**src/rtl/cpu_seq_ctrl.sv**
```systemverilog
// Multi-cycle FETCH/DECODE/EXEC/MEM/WB control sequencer for the RV32I core, with bounded memory waits.
// Optional feature macro: ILLEGAL_TRAP_EN (unknown opcodes trap instead of retiring as NOPs).

module cpu_seq_ctrl_chk (
    input  logic       clk,
    input  logic       rst,
    input  logic       instr_retired,
    input  logic       bus_err,
    input  logic       mem_we,
    input  logic       mem_req,
    input  logic       pc_write
);
    // Cycle-level safety properties of the sequencer outputs
    always @(posedge clk) begin
        if (!rst) begin
            assert (!(instr_retired && bus_err));
            assert (!mem_we || mem_req);
            assert (!(bus_err && pc_write));
        end
    end
endmodule

module cpu_seq_ctrl #(
    parameter int WIDTH       = 32,
    parameter int MEM_TIMEOUT = 16
) (
    input  logic             clk,
    input  logic             rst,
    input  logic [WIDTH-1:0] instruction,
    input  logic             mem_ready,
    input  logic             branch_taken,
    output logic             ir_write,
    output logic             pc_write,
    output logic             pc_src,
    output logic             mem_req,
    output logic             mem_we,
    output logic             mem_addr_sel,
    output logic             alu_src_b,
    output logic [2:0]       imm_sel,
    output logic             reg_write,
    output logic [1:0]       wb_sel,
    output logic [2:0]       state,
    output logic             instr_retired,
    output logic             bus_err,
    output logic             illegal_instr
);

    typedef enum logic [2:0] {
        S_FETCH  = 3'd0,
        S_DECODE = 3'd1,
        S_EXEC   = 3'd2,
        S_MEM    = 3'd3,
        S_WB     = 3'd4,
        S_TRAP   = 3'd5
    } state_t;

    localparam logic [6:0] OP_R      = 7'b0110011;
    localparam logic [6:0] OP_I      = 7'b0010011;
    localparam logic [6:0] OP_LOAD   = 7'b0000011;
    localparam logic [6:0] OP_STORE  = 7'b0100011;
    localparam logic [6:0] OP_BRANCH = 7'b1100011;
    localparam logic [6:0] OP_JAL    = 7'b1101111;
    localparam logic [6:0] OP_LUI    = 7'b0110111;

    localparam logic [2:0] IMM_I = 3'd0;
    localparam logic [2:0] IMM_S = 3'd1;
    localparam logic [2:0] IMM_B = 3'd2;
    localparam logic [2:0] IMM_U = 3'd3;
    localparam logic [2:0] IMM_J = 3'd4;

    localparam logic [1:0] WB_ALU = 2'd0;
    localparam logic [1:0] WB_MEM = 2'd1;
    localparam logic [1:0] WB_IMM = 2'd2;
    localparam logic [1:0] WB_PC4 = 2'd3;

    localparam logic [7:0] TO_LIMIT = 8'(MEM_TIMEOUT - 1);

    state_t      state_r;
    state_t      next_state_s;
    logic [6:0]  opcode_r;
    logic [7:0]  wait_cnt_r;
    logic        waiting_s;
    logic        abort_s;
    logic        known_s;
    logic        unused_s;

    function automatic logic op_known(input logic [6:0] op);
        logic k;
        case (op)
            OP_R, OP_I, OP_LOAD, OP_STORE, OP_BRANCH, OP_JAL, OP_LUI: k = 1'b1;
            default:                                                 k = 1'b0;
        endcase
        return k;
    endfunction

    function automatic logic [2:0] imm_fmt(input logic [6:0] op);
        logic [2:0] f;
        case (op)
            OP_I, OP_LOAD: f = IMM_I;
            OP_STORE:      f = IMM_S;
            OP_BRANCH:     f = IMM_B;
            OP_LUI:        f = IMM_U;
            OP_JAL:        f = IMM_J;
            default:       f = IMM_I;
        endcase
        return f;
    endfunction

    assign unused_s  = ^instruction[WIDTH-1:7];
    assign known_s   = op_known(opcode_r);
    assign waiting_s = (state_r == S_FETCH) || (state_r == S_MEM);
    // mem_ready on the limit cycle wins over the abort
    assign abort_s   = waiting_s && !mem_ready && (wait_cnt_r == TO_LIMIT);
    assign state     = state_r;

    // State register
    always_ff @(posedge clk or posedge rst) begin
        if (rst) begin
            state_r <= S_FETCH;
        end else begin
            state_r <= next_state_s;
        end
    end

    // Opcode capture on a completed fetch
    always_ff @(posedge clk or posedge rst) begin
        if (rst) begin
            opcode_r <= 7'd0;
        end else if ((state_r == S_FETCH) && mem_ready) begin
            opcode_r <= instruction[6:0];
        end else begin
            opcode_r <= opcode_r;
        end
    end

    // Memory wait counter; any exit from the wait (ready, abort, state change) clears it
    always_ff @(posedge clk or posedge rst) begin
        if (rst) begin
            wait_cnt_r <= 8'd0;
        end else if (waiting_s && !mem_ready && !abort_s) begin
            wait_cnt_r <= wait_cnt_r + 8'd1;
        end else begin
            wait_cnt_r <= 8'd0;
        end
    end

`ifdef ILLEGAL_TRAP_EN
    logic illegal_r;
    logic set_illegal_s;

    // Sticky illegal-opcode flag, cleared only by reset
    always_ff @(posedge clk or posedge rst) begin
        if (rst) begin
            illegal_r <= 1'b0;
        end else begin
            illegal_r <= illegal_r | set_illegal_s;
        end
    end

    assign illegal_instr = illegal_r;
`else
    assign illegal_instr = 1'b0;
`endif

    // Next-state and control decode
    always_comb begin
        next_state_s  = state_r;
        ir_write      = 1'b0;
        pc_write      = 1'b0;
        pc_src        = 1'b0;
        mem_req       = 1'b0;
        mem_we        = 1'b0;
        mem_addr_sel  = 1'b0;
        alu_src_b     = 1'b0;
        imm_sel       = imm_fmt(opcode_r);
        reg_write     = 1'b0;
        wb_sel        = WB_ALU;
        instr_retired = 1'b0;
        bus_err       = 1'b0;
`ifdef ILLEGAL_TRAP_EN
        set_illegal_s = 1'b0;
`endif
        case (state_r)
            S_FETCH: begin
                mem_req  = 1'b1;
                ir_write = mem_ready;
                if (mem_ready) begin
                    next_state_s = S_DECODE;
                end else if (abort_s) begin
                    bus_err      = 1'b1;
                    next_state_s = S_FETCH;
                end else begin
                    next_state_s = S_FETCH;
                end
            end
            S_DECODE: begin
                if (known_s) begin
                    next_state_s = S_EXEC;
                end else begin
`ifdef ILLEGAL_TRAP_EN
                    set_illegal_s = 1'b1;
                    next_state_s  = S_TRAP;
`else
                    pc_write      = 1'b1;
                    instr_retired = 1'b1;
                    next_state_s  = S_FETCH;
`endif
                end
            end
            S_EXEC: begin
                case (opcode_r)
                    OP_LOAD, OP_STORE: begin
                        alu_src_b    = 1'b1;
                        next_state_s = S_MEM;
                    end
                    OP_I, OP_LUI: begin
                        alu_src_b    = 1'b1;
                        next_state_s = S_WB;
                    end
                    OP_R: begin
                        next_state_s = S_WB;
                    end
                    OP_BRANCH: begin
                        pc_write      = 1'b1;
                        pc_src        = branch_taken;
                        instr_retired = 1'b1;
                        next_state_s  = S_FETCH;
                    end
                    OP_JAL: begin
                        pc_write      = 1'b1;
                        pc_src        = 1'b1;
                        reg_write     = 1'b1;
                        wb_sel        = WB_PC4;
                        instr_retired = 1'b1;
                        next_state_s  = S_FETCH;
                    end
                    default: begin
                        next_state_s = S_FETCH;
                    end
                endcase
            end
            S_MEM: begin
                mem_req      = 1'b1;
                mem_addr_sel = 1'b1;
                mem_we       = (opcode_r == OP_STORE);
                if (mem_ready) begin
                    if (opcode_r == OP_STORE) begin
                        pc_write      = 1'b1;
                        instr_retired = 1'b1;
                        next_state_s  = S_FETCH;
                    end else begin
                        next_state_s  = S_WB;
                    end
                end else if (abort_s) begin
                    bus_err      = 1'b1;
                    next_state_s = S_FETCH;
                end else begin
                    next_state_s = S_MEM;
                end
            end
            S_WB: begin
                reg_write     = 1'b1;
                pc_write      = 1'b1;
                instr_retired = 1'b1;
                next_state_s  = S_FETCH;
                case (opcode_r)
                    OP_LOAD: wb_sel = WB_MEM;
                    OP_LUI:  wb_sel = WB_IMM;
                    default: wb_sel = WB_ALU;
                endcase
            end
            S_TRAP: begin
                imm_sel = IMM_I;
`ifdef ILLEGAL_TRAP_EN
                next_state_s = S_TRAP;
`else
                next_state_s = S_FETCH;
`endif
            end
            default: begin
                next_state_s = S_FETCH;
            end
        endcase
    end

    cpu_seq_ctrl_chk u_chk (
        .clk           (clk),
        .rst           (rst),
        .instr_retired (instr_retired),
        .bus_err       (bus_err),
        .mem_we        (mem_we),
        .mem_req       (mem_req),
        .pc_write      (pc_write)
    );

endmodule

```
**config.mk**
```make
export PLATFORM = sky130hd
export DESIGN_NAME = cpu_seq_ctrl
export DESIGN_NICKNAME = d
export VERILOG_FILES = /design/src/rtl/cpu_seq_ctrl.sv
export SDC_FILE = /design/constraint.sdc
export NUM_CORES = 1
export LEC_CHECK = 0
export CAP_MARGIN = 20
export CORE_UTILIZATION = 42
export CTS_BUF_LIST = sky130_fd_sc_hd__clkbuf_4 sky130_fd_sc_hd__clkbuf_8 sky130_fd_sc_hd__clkbuf_16
export DETAILED_ROUTE_END_ITERATION = 10
export PLACE_DENSITY = 0.95
export SLEW_MARGIN = 20
export SYNTH_ARGS = -nofsm -noshare
export SYNTH_HDL_FRONTEND = slang
export SYNTH_SLANG_ARGS = --single-unit
```
**constraint.sdc**
```tcl
create_clock -name clk -period 5.75 [get_ports clk]
set_input_delay 1.15 -clock clk [delete_from_list [all_inputs] [get_ports clk]]
set_output_delay 1.15 -clock clk [all_outputs]
set_load 0.02 [all_outputs]
```
==> flow_summary.json, run 1 <==
{
  "holdBufCountCts": 0,
  "numCtsBuffers": 3,
  "cts_buffer_depth": 2,
  "antennaDiodeCount": 0,
  "final_nets": 182,
  "cp_slowest_cell": "clkdlybuf4s50_1",
  "fillers": 201,
  "place_congestion": 0.886,
  "path_class": "input pin to output pin",
  "total_power_uw": 389,
  "min_period_ns": 3.95,
  "maxSlewHeadroom_pct": 55.4,
  "slew_viol_final": 0,
  "synth.avg_cell_area_um2": 8.98,
  "synth_edf_count": 0,
  "power.leakage_nw": 0.547,
  "synth_common_cells": "18 x dfrtp_1, 16 x nor2_1, 9 x nand2_1",
  "antenna_left": 0,
  "max_freq_mhz": 253,
  "fin_area_um2": 1380,
  "cpPeakStageDelay_ns": 0.70,
  "h-tree-depth": 1,
  "post_dp_cell_area_um2": 1340,
  "start_util_pct": 46.1,
  "hold_class": "register to register",
  "die_w_um": 52.2,
  "multi_input_area_um2": 557,
  "max-cap-violations": 0,
  "syn-cell-area_um2": 1060,
  "powerDensity_nw_per_um2": 282,
  "worstPathCellList": "clkdlybuf4s50_1 -> and3_1 -> clkdlybuf4s50_1",
  "cp_common_cell": "clkdlybuf4s50_1",
  "status": "complete, no violations",
  "fin_crit_sh_pct": 68.8,
  "post_drt_wl_per_cell_um": 13.6,
  "synthArstFlopShare_pct": 100,
  "core.rowCount": 17,
  "drt-initial-drc-count": 31,
  "yosysWarnings": 0,
  "yosysMostFrequentCell": "dfrtp_1",
  "avgViaCountPerCell": 5.54,
  "core_um2": 2300,
  "area.sequential_um2": 450,
  "cts-root-buf": "clkbuf_4",
  "post_cts_buffers": 0,
  "finClkSkew_ns": 0.0135,
  "grt_pass1_vias": 876,
  "worst-path-max-fanout": 9,
  "insertion_delay_ns": 0.29,
  "die-area_um2": 2730,
  "yosysTopAreaCell": "dfrtp_1",
  "critPathRequiredTime_ns": 4.60,
  "cts_resized": 0,
  "die_h_um": 52.2,
  "cts_sinks": 18,
  "hpwl_mm": 1.79,
  "vias": 953,
  "wl_mm": 2.33,
  "synth.yosys.seq_area_share_pct": 42.5,
  "grt_start_max_net_pins": 19,
  "synth_fp_nets": 155,
  "synth_top_area_share_pct": 42.5,
  "cts_tree": "done",
  "clk_pin_slew_ns": 0.09,
  "synth_cell_types": 36,
  "cp-start-kind": "input pin",
  "setup-violations-final": 0,
  "rsz0062_at_grt": "false",
  "max_slew.worst_pin.slew_ns": 0.668,
  "drc": 0,
  "setup.worst_path.end_class": "output pin",
  "layout-drive-gt1-share_pct": 8.33,
  "post-route-util_pct": 60.0,
  "yosys_register_bits": 18,
  "synth_area_leaders": "dfrtp_1 43%, mux2_2 7.4%, nor2_1 5.7%, a21oi_1 3.3%, nand2_1 3.2%",
  "hold_violations": 0,
  "grt_overflow": 0,
  "boundaryPins": 55,
  "ir_worst_vdd_uv": 211,
  "grt_first_pass_wirelength_mm": 3.76,
  "dr.pass1.iters": 4,
  "portBuffers": 28,
  "grtUsageTotal_pct": 18.5,
  "synthCells": 118,
  "worst-endpoint-arrival_ns": 2.80,
  "area_growth_pct": 30.0,
  "antenna_found_initial": 0,
  "fin_tns_setup_ns": 0,
  "ys.flop_type": "dfrtp_1"
}
==> cells in the final DEF (no fill, tap or decap), types with 2 or more instances in the layout <==
cell,n
a21oi_1,7
clkbuf_4,3
clkdlybuf4s50_1,28
dfrtp_1,18
inv_1,5
mux2_2,7
nand2_1,9
nand2b_1,4
nand3_1,5
nand3b_1,2
nor2_1,16
nor3_1,3
nor4_1,3
o21ai_0,3
o32a_1,2
or3_1,4
or4_1,2
xnor2_1,3
xor2_1,3
==> layout make-up <==
type	instances	share of cell area, %
multi-input combinational	89	40.4
sequential	18	32.7
timing repair buffer	28	20.3
clock buffer	4	2.63
tap	28	2.54
inverter	5	1.36
==> registers in the layout (all words and copies together) (netlist names) <==
name        count
state           3
wait_cnt_r      8
opcode_r        7
==> worst max-delay path: cells and delay by family <==
kind / cells / cell delay (ns)
buffers and inverters: 2 / 1.22
and+or+nand+nor: 1 / 0.44
==> where the power goes <==
| group | switching, mW | internal, mW | total (mW) |
|---|---|---|---|
| Combinational | 0.0667 | 0.0654 | 0.132 |
| Sequential | 0.0340 | 0.147 | 0.181 |
| Clock | 0.0372 | 0.0385 | 0.0758 |
| Total | 0.138 | 0.251 | 0.389 |
==> stage by stage <==
| step | hold slack [ns] | setup slack, ns | instances |
|---|---|---|---|
| 5_1_grt | 0.545 | 1.77 | 172 |
| 2_1_floorplan | 0.433 | 2.65 | 118 |
| 4_1_cts | 0.484 | 1.82 | 172 |
| 3_3_place_gp | 0.446 | 1.84 | 168 |
| 3_5_place_dp | 0.471 | 1.82 | 168 |
| 6_report | 0.492 | 1.80 | 172 |
==> layer usage <==
layer  GRT usage [%]  part of all wire [%]  up-vias
li1                -                     -      469
met1            23.1                    46      450
met2            34.2                    49       32
met3            2.61                   4.2        2
met4            2.63                  0.86        0
met5               0                     0        -
==> cells by family (layout without fill, tap and decap cells) <==
family / count (synthesis) / count (layout) / share of synthesized area (%)
other: 1 / 1 / 0.354
and+or+nand+nor: 55 / 55 / 26.4
DFF: 18 / 18 / 42.5
muxes: 7 / 7 / 7.44
AOI/OAI and AO/OA: 19 / 19 / 12.2
xor gates and xnor gates: 6 / 6 / 4.96
buffers and inverters: 11 / 37 / 4.96
adders and majority gates: 1 / 1 / 1.18
==> path summary, 6_finish.rpt <==
| check | start | endpoint | slack, ns | cells past startpoint |
|---|---|---|---|---|
| hold / removal | wait_cnt_r[0] | wait_cnt_r[0] | 0.49 | 1 |
| min in group asynchronous | rst | wait_cnt_r[3] | 1.24 | 2 |
| max in group asynchronous | rst | opcode_r[4] | 4.07 | 2 |
| setup / recovery | mem_ready | ir_write | 1.80 | 3 |
| hold reg to reg | wait_cnt_r[0] | wait_cnt_r[0] | 0.49 | 1 |
| setup reg to reg | state[0] | wait_cnt_r[3] | 4.18 | 4 |
Power figures use the tool's default switching activity.
==> run 2, diff against run 1 <==
Settings changed: CORE_UTILIZATION 42 to 35, PLACE_DENSITY 0.95 to 0.86.
Clock period 5.75 ns to 3.4 ns, I/O delays scaled along.
==> flow_summary.json, run 2 (synthesized netlist as in run 1, its figures left out) <==
{
  "status": "finished, violations left",
  "violations": "DRC",
  "numCtsBuffers": 3,
  "min_path_cells": 1,
  "avgViaCountPerCell": 5.49,
  "start_util_pct": 37.8,
  "post_cts_buffers": 0,
  "die_h_um": 57.0,
  "final_nets": 183,
  "die-area_um2": 3250,
  "powerDensity_nw_per_um2": 479,
  "grt_pass1_vias": 893,
  "dr.pass1.iters": 7,
  "antenna_left": 0,
  "power.leakage_nw": 0.552,
  "cpPeakStageDelay_ns": 0.62,
  "finClkSkew_ns": 0.000395,
  "antenna_found_initial": 0,
  "path_depth": 5,
  "largest_reg_flops": 8,
  "slew_viol_final": 0,
  "setup.worst_path.end_class": "output pin",
  "drt-initial-drc-count": 36,
  "max_freq_mhz": 307,
  "hold_class": "register to register",
  "h-tree-depth": 1,
  "vias": 967,
  "portBuffers": 28,
  "max-cap-violations": 0,
  "place_congestion": 0.892,
  "worst-path-max-fanout": 7,
  "cts_buffer_depth": 2,
  "total_power_uw": 665,
  "clk_pin_slew_ns": 0.10,
  "path_class": "register to output pin",
  "worstPathCellList": "or2_4 -> or4_1 -> or3_1 -> a21oi_1 -> clkdlybuf4s50_1",
  "hold_violations": 0,
  "cts_resized": 0,
  "die_w_um": 57.0,
  "drc": 5,
  "fin_tns_setup_ns": 0,
  "final_common_cell": "clkdlybuf4s50_1",
  "r2r_cells": 4,
  "grt_overflow": 0,
  "antennaDiodeCount": 0,
  "grt_start_max_net_pins": 19,
  "setup-violations-final": 0,
  "cp-start-kind": "register",
  "core.rowCount": 19,
  "holdBufCountCts": 0,
  "ir_worst_vdd_uv": 293,
  "grt_first_pass_wirelength_mm": 3.91,
  "critPathRequiredTime_ns": 2.72,
  "layout-drive-gt1-share_pct": 8.97,
  "cp_slowest_cell": "clkdlybuf4s50_1",
  "cts_sinks": 18,
  "rsz0062_at_grt": "false",
  "critPathBufInv": 1,
  "layout_common_cells": "28 x clkdlybuf4s50_1, 18 x dfrtp_1, 16 x nor2_1",
  "area_growth_pct": 31.1,
  "fillers": 258,
  "hpwl_mm": 1.83,
  "maxSlewHeadroom_pct": 55.5,
  "fin_crit_sh_pct": 95.9,
  "cts_tree": "done",
  "grtUsageTotal_pct": 15.2,
  "core_um2": 2810,
  "crit_family": "simple AND/OR/NAND/NOR gates",
  "largest_register": "wait_cnt_r",
  "min_period_ns": 3.26,
  "wl_mm": 2.33,
  "worst-endpoint-arrival_ns": 2.58,
  "insertion_delay_ns": 0.30,
  "max_slew.worst_pin.slew_ns": 0.667,
  "cts-root-buf": "clkbuf_4",
  "boundaryPins": 55,
  "post_drt_wl_per_cell_um": 13.3
}
## run 2: changes by cell type in the layout (fill, tap and decap cells not counted)
cell   delta
buf_4     +1
## run 2: final cells by class
class	count	area (um2)	area share (%)
inverters	5	18.8	1.35
repair buffers	29	288	20.7
well taps	31	38.8	2.79
flip-flops and latches	18	450	32.4
multi-input cells	89	557	40.1
clock buffers	4	36.3	2.61
## run 2: metal layers
metal | vias to the layer above | part of all wire, % | global-route usage, %
met2 | 40 | 49 | 24.2
li1 | 468 | - | -
met3 | 4 | 5.4 | 2.95
met4 | 0 | 0.90 | 6.62
met1 | 455 | 45 | 20.4
met5 | - | 0 | 0
## run 2: worst register-to-register path, cell delays in order (launching register included)
cell      delay [ns]
dfrtp_1         0.50
xor2_1          0.20
or3_1           0.39
nand2b_1        0.26
nor2_1          0.14
## run 2: worst paths after layout
| check | startpoint | slack [ns] | to |
|---|---|---|---|
| worst max-delay path | opcode_r[3] | 0.14 | wb_sel[0] |
| worst min-delay path | wait_cnt_r[0] | 0.47 | wait_cnt_r[0] |
| worst max register to register | state[0] | 1.85 | wait_cnt_r[5] |
| worst min register to register | wait_cnt_r[0] | 0.47 | wait_cnt_r[0] |
| max in group asynchronous | rst | 2.21 | wait_cnt_r[6] |
| min in group asynchronous | rst | 0.77 | opcode_r[1] |
## run 2: per-stage QoR
| step | std cells | area (um2) | setup slack, ns | utilization, % | hold slack, ns |
|---|---|---|---|---|---|
| 3_3_place_gp | 172 | 1350 | 0.443 | 48.2 | 0.443 |
| 3_5_place_dp | 172 | 1350 | 0.420 | 48.2 | 0.462 |
| 2_1_floorplan | 118 | 1060 | 0.967 | - | 0.433 |
| 4_1_cts | 176 | 1390 | 0.155 | 49.5 | 0.476 |
| 5_1_grt | 176 | 1390 | 0.00985 | 49.5 | 0.500 |
| 6_report | 176 | 1390 | 0.139 | 49.5 | 0.469 |
## run 2: where the power goes
| part | total, mW | internal [mW] | switching (mW) |
|---|---|---|---|
| logic | 0.226 | 0.113 | 0.113 |
| clock network | 0.134 | 0.0654 | 0.0688 |
| registers | 0.306 | 0.248 | 0.0574 |
| total | 0.665 | 0.426 | 0.239 |
==> run 3, diff against run 2 <==
Settings changed: CTS_CLUSTER_SIZE from default to 24, RECOVER_POWER from default to 100, SKIP_CTS_REPAIR_TIMING from default to 1.
==> flow_summary.json, run 3 (synthesized netlist as in run 1, its figures left out) <==
{
  "boundaryPins": 55,
  "core.rowCount": 19,
  "startpoint": "opcode_r[3]",
  "cpPeakStageDelay_ns": 0.62,
  "power.leakage_nw": 0.593,
  "grt_start_max_net_pins": 19,
  "min_path_cells": 1,
  "max-cap-violations": 0,
  "dr.pass1.iters": 7,
  "grt_first_pass_wirelength_mm": 3.91,
  "status": "finished, violations left",
  "largest_reg_flops": 8,
  "portBuffers": 28,
  "cts_sinks": 18,
  "finClkSkew_ns": 0.00133,
  "rsz0062_at_grt": "false",
  "h-tree-depth": 1,
  "r2r_cells": 4,
  "antenna_left": 0,
  "finalWorstSetupSlack_ns": 0.146,
  "layout_common_cells": "18 x dfrtp_1, 17 x dlygate4sd3_1, 16 x nor2_1",
  "post_drt_wl_per_cell_um": 13.2,
  "r2r_start": "state[2]",
  "worst-path-max-fanout": 7,
  "antennaDiodeCount": 0,
  "powerDensity_nw_per_um2": 475,
  "numCtsBuffers": 3,
  "p_sw_uw": 238,
  "cts_buffer_depth": 2,
  "crit_family": "simple AND/OR/NAND/NOR gates",
  "fin_tns_setup_ns": 0,
  "worstPathCellList": "or2_4 -> or4_1 -> or3_1 -> a21oi_1 -> clkdlybuf4s50_1",
  "vias": 964,
  "place_congestion": 0.892,
  "swShare_pct": 36.2,
  "slew_viol_final": 0,
  "cp_slowest_cell": "clkdlybuf4s50_1",
  "largest_register": "wait_cnt_r",
  "cts_tree": "done",
  "min_period_ns": 3.25,
  "core_um2": 2810,
  "p_seq_share_pct": 46.4,
  "r2r_setup_slack_ns": 1.75,
  "critPathBufInv": 1,
  "path_class": "register to output pin",
  "post-route-util_pct": 49.4,
  "grtUsageTotal_pct": 15.2,
  "r2r-end": "opcode_r[3]",
  "pre_cts_ws_ns": 0.420,
  "ir_worst_vdd_uv": 291,
  "path_depth": 5,
  "comb_power_share_pct": 33.3,
  "drc": 5,
  "total_power_uw": 658,
  "fin_crit_sh_pct": 95.7,
  "p_int_uw": 419,
  "area_growth_pct": 30.7,
  "start_util_pct": 37.8,
  "grt_overflow": 0,
  "setup.worst_path.end_class": "output pin",
  "die_h_um": 57.0,
  "hpwl_mm": 1.83,
  "die-area_um2": 3250,
  "setup-violations-final": 0,
  "grt_pass1_vias": 893,
  "max_slew.worst_pin.slew_ns": 0.654,
  "max_freq_mhz": 307,
  "maxSlewHeadroom_pct": 56.3,
  "worst-endpoint-arrival_ns": 2.57,
  "crit_path_end": "wb_sel[0]",
  "antenna_found_initial": 0,
  "final_nets": 183,
  "hold_violations": 0,
  "hold_class": "register to register",
  "cp-start-kind": "register",
  "clock_power_share_pct": 20.3,
  "die_w_um": 57.0,
  "violations": "DRC",
  "wl_mm": 2.32,
  "cts-root-buf": "clkbuf_4",
  "clk_pin_slew_ns": 0.10,
  "insertion_delay_ns": 0.30,
  "drt-initial-drc-count": 37,
  "avgViaCountPerCell": 5.48,
  "layout-drive-gt1-share_pct": 8.28,
  "hp-start": "wait_cnt_r[0]",
  "final_common_cell": "dfrtp_1",
  "critPathRequiredTime_ns": 2.72
}
## run 3: cell count changes in the layout (fill, tap and decap cells not counted), sizes merged
cell           previous run  this run
clkbuf                    4         5
clkdlybuf4s50            28        11
dlygate4sd3               0        17
buf                       1         0
## run 3: worst min path at each step
stage	to	slack, ns
2_1_floorplan	wait_cnt_r[0]	0.43
3_3_place_gp	wait_cnt_r[0]	0.44
3_5_place_dp	wait_cnt_r[0]	0.46
4_1_cts	wait_cnt_r[0]	0.48
5_1_grt	wait_cnt_r[0]	0.50
6_report	wait_cnt_r[0]	0.47
## run 3: layout make-up
type	instances	area, um2
flip-flops and latches	18	450
well taps	31	38.8
multi-input cells	89	557
inverters	5	18.8
fillers	259	1420
clock buffers	4	36.3
repair buffers	29	284
## run 3: per-stage QoR
step	cell area [um2]	instances	hold WS, ns
5_1_grt	1390	176	0.500
3_5_place_dp	1350	172	0.462
2_1_floorplan	1060	118	0.433
4_1_cts	1390	176	0.476
3_3_place_gp	1350	172	0.443
6_report	1390	176	0.469
## run 3: routing by layer
layer,wire length (um),global-route usage (%),vias up
met5,0,0,-
met4,28,6.62,0
met3,148,2.95,6
met2,1120,24.2,42
met1,1030,20.4,449
li1,-,-,467
## run 3: power by group through the flow
stage,sequential [mW],clock [mW],combinational [mW]
after detailed placement,0.308,0,0.225
after global routing,0.312,0.148,0.241
after global placement,0.304,0,0.218
final,0.305,0.133,0.219
after CTS,0.304,0.136,0.225
after floorplan,0.282,0,0.174
